$ cat config.mk
export PLATFORM = sky130hd
export DESIGN_NAME = frame_transmitter
export DESIGN_NICKNAME = d
export VERILOG_FILES = /design/src/rtl/frame_transmitter.sv
export SDC_FILE = /design/constraint.sdc
export NUM_CORES = 1
export LEC_CHECK = 0
export BUFFER_PORTS_ARGS = -buffer_cell sky130_fd_sc_hd__buf_2
export CORE_ASPECT_RATIO = 0.75
export CORE_MARGIN = 2
export CORE_UTILIZATION = 30
export DETAILED_ROUTE_END_ITERATION = 10
export PLACE_DENSITY = 0.53
export SLEW_MARGIN = 20
export SYNTH_ARGS = -nofsm -noshare
export SYNTH_HDL_FRONTEND = slang
export SYNTH_SLANG_ARGS = --single-unit
$ cat constraint.sdc
create_clock -name system_clk -period 6.6 [get_ports system_clk]
set_input_delay 0.33 -clock system_clk [delete_from_list [all_inputs] [get_ports system_clk]]
set_output_delay 0.33 -clock system_clk [all_outputs]
set_load 0.03 [all_outputs]
$ cat src/rtl/frame_transmitter.sv
`default_nettype none
// ============================================================================
// Module      : frame_transmitter
// Description : Sends one 18-byte telemetry frame (sync, mode, sequence,
//               az/el/range payload, trailer, 16-bit word checksum) through
//               a byte-wide UART handshake, with a per-byte ack timeout.
// Revision    : 1.0 - initial release
// ============================================================================
module frame_transmitter #(
    parameter int TIMEOUT_CYCLES = 100000
) (
    input  logic        system_clk,
    input  logic        reset,
    input  logic        i_start,
    input  logic [18:0] i_az,
    input  logic [18:0] i_el,
    input  logic [25:0] i_range,
    input  logic [2:0]  i_tracking_mode,
    input  logic        tx_complete,
    output logic        tx_start,
    output logic [7:0]  tx_data,
    output logic        o_busy,
    output logic        o_done,
    output logic        o_error
);

    localparam int CNT_W = $clog2(TIMEOUT_CYCLES + 1);

    typedef enum logic [1:0] {
        IDLE = 2'd0,
        SEND = 2'd1,
        WAIT = 2'd2,
        DONE = 2'd3
    } state_t;

    state_t           state;
    logic [63:0]      payload;
    logic [2:0]       mode;
    logic [7:0]       seq;
    logic [4:0]       index;
    logic [15:0]      acc;
    logic [CNT_W-1:0] wait_cnt;
    logic [4:0]       next_index;
    logic [7:0]       next_byte;

    assign next_index = index + 5'd1;

    // Byte that follows the one currently on tx_data; byte 0 is the constant
    // sync byte, so the start edge never needs this mux.
    always_comb begin
        next_byte = 8'h00;
        case (next_index)
            5'd1:    next_byte = 8'h16;
            5'd2:    next_byte = {5'b00000, mode};
            5'd3:    next_byte = seq;
            5'd6:    next_byte = payload[63:56];
            5'd7:    next_byte = payload[55:48];
            5'd8:    next_byte = payload[47:40];
            5'd9:    next_byte = payload[39:32];
            5'd10:   next_byte = payload[31:24];
            5'd11:   next_byte = payload[23:16];
            5'd12:   next_byte = payload[15:8];
            5'd13:   next_byte = payload[7:0];
            5'd14:   next_byte = 8'h80;
            5'd16:   next_byte = acc[15:8];
            5'd17:   next_byte = acc[7:0];
            default: next_byte = 8'h00;
        endcase
    end

    // Frame sequencer: handshake, checksum accumulation, timeout and flags.
    always_ff @(posedge system_clk) begin
        if (!reset) begin
            state    <= IDLE;
            tx_start <= 1'b0;
            tx_data  <= 8'h00;
            o_busy   <= 1'b0;
            o_done   <= 1'b0;
            o_error  <= 1'b0;
            seq      <= 8'h00;
            index    <= 5'd0;
            acc      <= 16'h0000;
            wait_cnt <= '0;
            payload  <= 64'h0;
            mode     <= 3'b000;
        end else begin
            case (state)
                IDLE: begin
                    if (i_start) begin
                        payload  <= {i_az, i_el, i_range};
                        mode     <= i_tracking_mode;
                        index    <= 5'd0;
                        acc      <= 16'h0000;
                        o_error  <= 1'b0;
                        o_busy   <= 1'b1;
                        tx_start <= 1'b1;
                        tx_data  <= 8'h16;
                        state    <= SEND;
                    end
                end
                SEND: begin
                    // Checksum covers bytes 0..15 as big-endian 16-bit words;
                    // tx_data already holds the byte being sent.
                    tx_start <= 1'b0;
                    wait_cnt <= '0;
                    if (index < 5'd16) begin
                        acc <= acc + (index[0] ? {8'h00, tx_data} : {tx_data, 8'h00});
                    end
                    state <= WAIT;
                end
                WAIT: begin
                    if (tx_complete) begin
                        if (index == 5'd17) begin
                            o_done <= 1'b1;
                            o_busy <= 1'b0;
                            seq    <= seq + 8'd1;
                            state  <= DONE;
                        end else begin
                            index    <= next_index;
                            tx_data  <= next_byte;
                            tx_start <= 1'b1;
                            state    <= SEND;
                        end
                    end else if (wait_cnt == CNT_W'(TIMEOUT_CYCLES - 1)) begin
                        o_error <= 1'b1;
                        o_busy  <= 1'b0;
                        state   <= IDLE;
                    end else begin
                        wait_cnt <= wait_cnt + CNT_W'(1);
                    end
                end
                DONE: begin
                    o_done <= 1'b0;
                    state  <= IDLE;
                end
                default: state <= IDLE;
            endcase
        end
    end

endmodule
`default_nettype wire

==> out/qor.csv <==
stage;metric;value;unit
run_status;outcome;finished clean;
hold_path;worst_hold_path.num_cells;3;
power;powerDensity;237;nW/um2
floorplan;pin_count;83;
critical_path;crit_path_end_kind;flip-flop;
timing;number_of_endpoints_failing_setup_at_the_final_stage;0;
yosys;syn_inst;917;
final_layout;num-nets-final;1057;
yosys;synth_largest_area_cell;sky130_fd_sc_hd__dfxtp_1;
yosys;synth.yosys.warnings;0;
cts;clkLatencyLatePin;420;ps
yosys;post_synth_num_cell_types;77;
final_layout;antenna-diode-count;0;
floorplan;num_rows;48;
yosys;ys_seq_area_frac;0.360;
placement;finalWeightedCongestion;0.916;
yosys;async_flop_share;0;
yosys;synth_enable_flop_cells;0;
timing;min_period_over_period;0.578;
route;drt_pass1_iterations;5;
power;max-vdd-ir-drop;171;uV
yosys;netlist_top_cells_area;sky130_fd_sc_hd__dfxtp_1 36%, sky130_fd_sc_hd__nand2_1 10%, sky130_fd_sc_hd__a21oi_1 8.1%;
run;max-cap-violations;0;
floorplan;fp.coreArea;23100;um2
floorplan;dieWidth;181;um
placement;dp.final_hpwl;16000;um
final_layout;area.growth.synth_to_final;16.8;%
critical_path;cp_top_delay_family;adder cells;
cts;clock-root-buffer;sky130_fd_sc_hd__clkbuf_16;
critical_path;critical_path_cell_count;7;
route;drt_first_iter_violations;618;
cts;clk_transition_reported_paths;60;ps
critical_path;path_cells;ha_1, nand3_1, xor2_1, nand2_1, o32ai_1, nor4_1, a221oi_1;
critical_path;crit_path_launch_type;flip-flop;
critical_path;rrSetupSlack;2790;ps
timing;max_clock_freq;262;MHz
cts;cts_htree_levels;4;
critical_path;timing.critical_path.arrival;4140;ps
placement;post_dp_cell_area;7660;um2
timing;clock_skews;8.34;ps
cts;clock_sinks;127;
grt;antenna_found_initial;0;
timing;holdWs;141;ps
critical_path;crit_path_max_incr_delay;940;ps
critical_path;cp_max_fo;32;
yosys;mappedNetlistNets;1011;
timing;relSlewSlack;0.320;
floorplan;design.die.area;24800;um2
critical_path;path_buf_inv;0;
cts;clk_path_buf_depth;2;
critical_path;setup.worst_path.class;reg -> reg;
timing;report.final.hold_viol_count;0;
cts;cts_post_setup_buffers_inserted;0;
timing;finalMaxSlewViolations;0;
yosys;synth_top_cells_by_count;194 x sky130_fd_sc_hd__nand2_1, 127 x sky130_fd_sc_hd__dfxtp_1, 115 x sky130_fd_sc_hd__a21oi_1;
yosys;ys_seq_elements;127;
route;antenna_violating_nets_post_route;0;
timing;period_minus_slack;3810;ps
grt;groute.usage.overall;0.184;
critical_path;crit_path_top_delay_cell;sky130_fd_sc_hd__ha_1;
route;detail_route.drc_violations;0;
final_layout;postLayoutCellArea;8250;um2
route;route.vias.total;6834;
power;power_leakage;3.09;nW
yosys;synth_top_flop_cell;sky130_fd_sc_hd__dfxtp_1;
floorplan;initial_core_utilization;0.306;
grt;number_of_global_route_vias_before_repair;6322;
route;wl;22300;um
final_layout;share_of_post_route_cells_with_drive_strength_above_1;0.148;
timing;worst_max_slew_pin_slew;1020;ps
grt;grt_overflow;0;
cts;cts_resized;0;
floorplan;fp.dieH;137;um
route;drt-vias-per-instance;5.36;
grt;grt_start_max_net_pins;70;
yosys;netlist_area;7060;um2
yosys;post_synth.cell_area_avg;7.70;um2
grt;grt_first_pass_wirelength;35400;um
yosys;synthMostInstantiatedCell;sky130_fd_sc_hd__nand2_1;
critical_path;cell_depth_of_the_worst_flop_to_flop_path;7;
cts;numCtsBuffers;17;
yosys;synth_top_area_frac;0.360;
timing;finalSetupTns;0;ps
cts;hold_buffers;0;
placement;io_buffers;82;
hold_path;min_path_type;in -> reg;
timing;setup_repair_after_global_routing_missed_its_margin;false;
critical_path;crit_required;6920;ps
cts;tritoncts;built;
route;wl_per_cell;17.5;um
==> power breakdown <==
part	switching (W)	internal (W)	total (W)
logic	0.000112	0.0000585	0.000171
registers	0.0000304	0.000800	0.000830
clock network	0.000380	0.000573	0.000953
==> cells by family after synthesis <==
kind of cell | Yosys count | synth area share
fa+ha+maj | 23 | 0.0418
xor+xnor | 27 | 0.0335
buf+inv | 70 | 0.0413
mux | 9 | 0.0129
simple gates | 384 | 0.254
flops | 127 | 0.360
compound gates | 277 | 0.256
==> per-layer routing <==
metal,wire [um],up-vias,part of all wire,GRT usage
li1,-,3367,-,-
met1,11500,3234,0.52,0.283
met2,8840,212,0.40,0.250
met3,1640,21,0.073,0.0442
met4,298,0,0.013,0.0474
met5,0,-,0,0
==> final timing paths <==
check,end,start
min,payload[45],i_az[0]
max,tx_data[7],index[0]
max reg2reg,tx_data[7],index[0]
min reg2reg,payload[39],payload[39]
==> final cells by class <==
class / instances / area, um2
clock buffer: 18 / 439
timing repair buffer: 89 / 463
inverter: 8 / 31.3
tap: 300 / 375
sequential: 127 / 2540
fill: 2529 / 14800
clock inverter: 14 / 155
multi-input combinational: 720 / 4250
==> placed cells by master (no fill, tap or decap), types with 9 or more instances in the layout <==
cell type and instances:
sky130_fd_sc_hd__nor2b_1 19, sky130_fd_sc_hd__buf_2 82, sky130_fd_sc_hd__and2_1 14, sky130_fd_sc_hd__nand2_1 194, sky130_fd_sc_hd__a211oi_1 17, sky130_fd_sc_hd__dfxtp_1 127
sky130_fd_sc_hd__clkbuf_16 17, sky130_fd_sc_hd__ha_1 22, sky130_fd_sc_hd__or3_1 9, sky130_fd_sc_hd__nand3_1 12, sky130_fd_sc_hd__nand2b_1 11, sky130_fd_sc_hd__a21oi_1 115
sky130_fd_sc_hd__nor2_1 67, sky130_fd_sc_hd__o21ai_0 34, sky130_fd_sc_hd__xor2_1 11, sky130_fd_sc_hd__xnor2_1 16, sky130_fd_sc_hd__a221oi_1 9, sky130_fd_sc_hd__a22oi_1 28
==> state kept, by name (all words and copies together), names as in the netlist <==
register and flops:
o_busy 1, index 5, o_error 1, o_done 1, wait_cnt 17, seq 8, mode 3, state 2
tx_data 8, acc 16, tx_start 1, payload 64
==> worst register-to-register path, stage by stage (launching register included) <==
cell and delay, ps:
sky130_fd_sc_hd__dfxtp_1 900, sky130_fd_sc_hd__ha_1 950, sky130_fd_sc_hd__nand3_1 180, sky130_fd_sc_hd__xor2_1 700, sky130_fd_sc_hd__nand2_1 310, sky130_fd_sc_hd__o32ai_1 340, sky130_fd_sc_hd__nor4_1 100, sky130_fd_sc_hd__a221oi_1 230
==> through the flow <==
step           setup WS, ps  instances  power (W)  utilization
5_1_grt                2300       1276    0.00203        0.358
2_1_floorplan          3790        917   0.000946            -
4_1_cts                2850       1276    0.00198        0.358
3_3_place_gp           2950       1244    0.00102        0.332
3_5_place_dp           2870       1244    0.00102        0.332
6_report               2790       1276    0.00195        0.358
No activity file was read; power rests on OpenSTA's default activity.
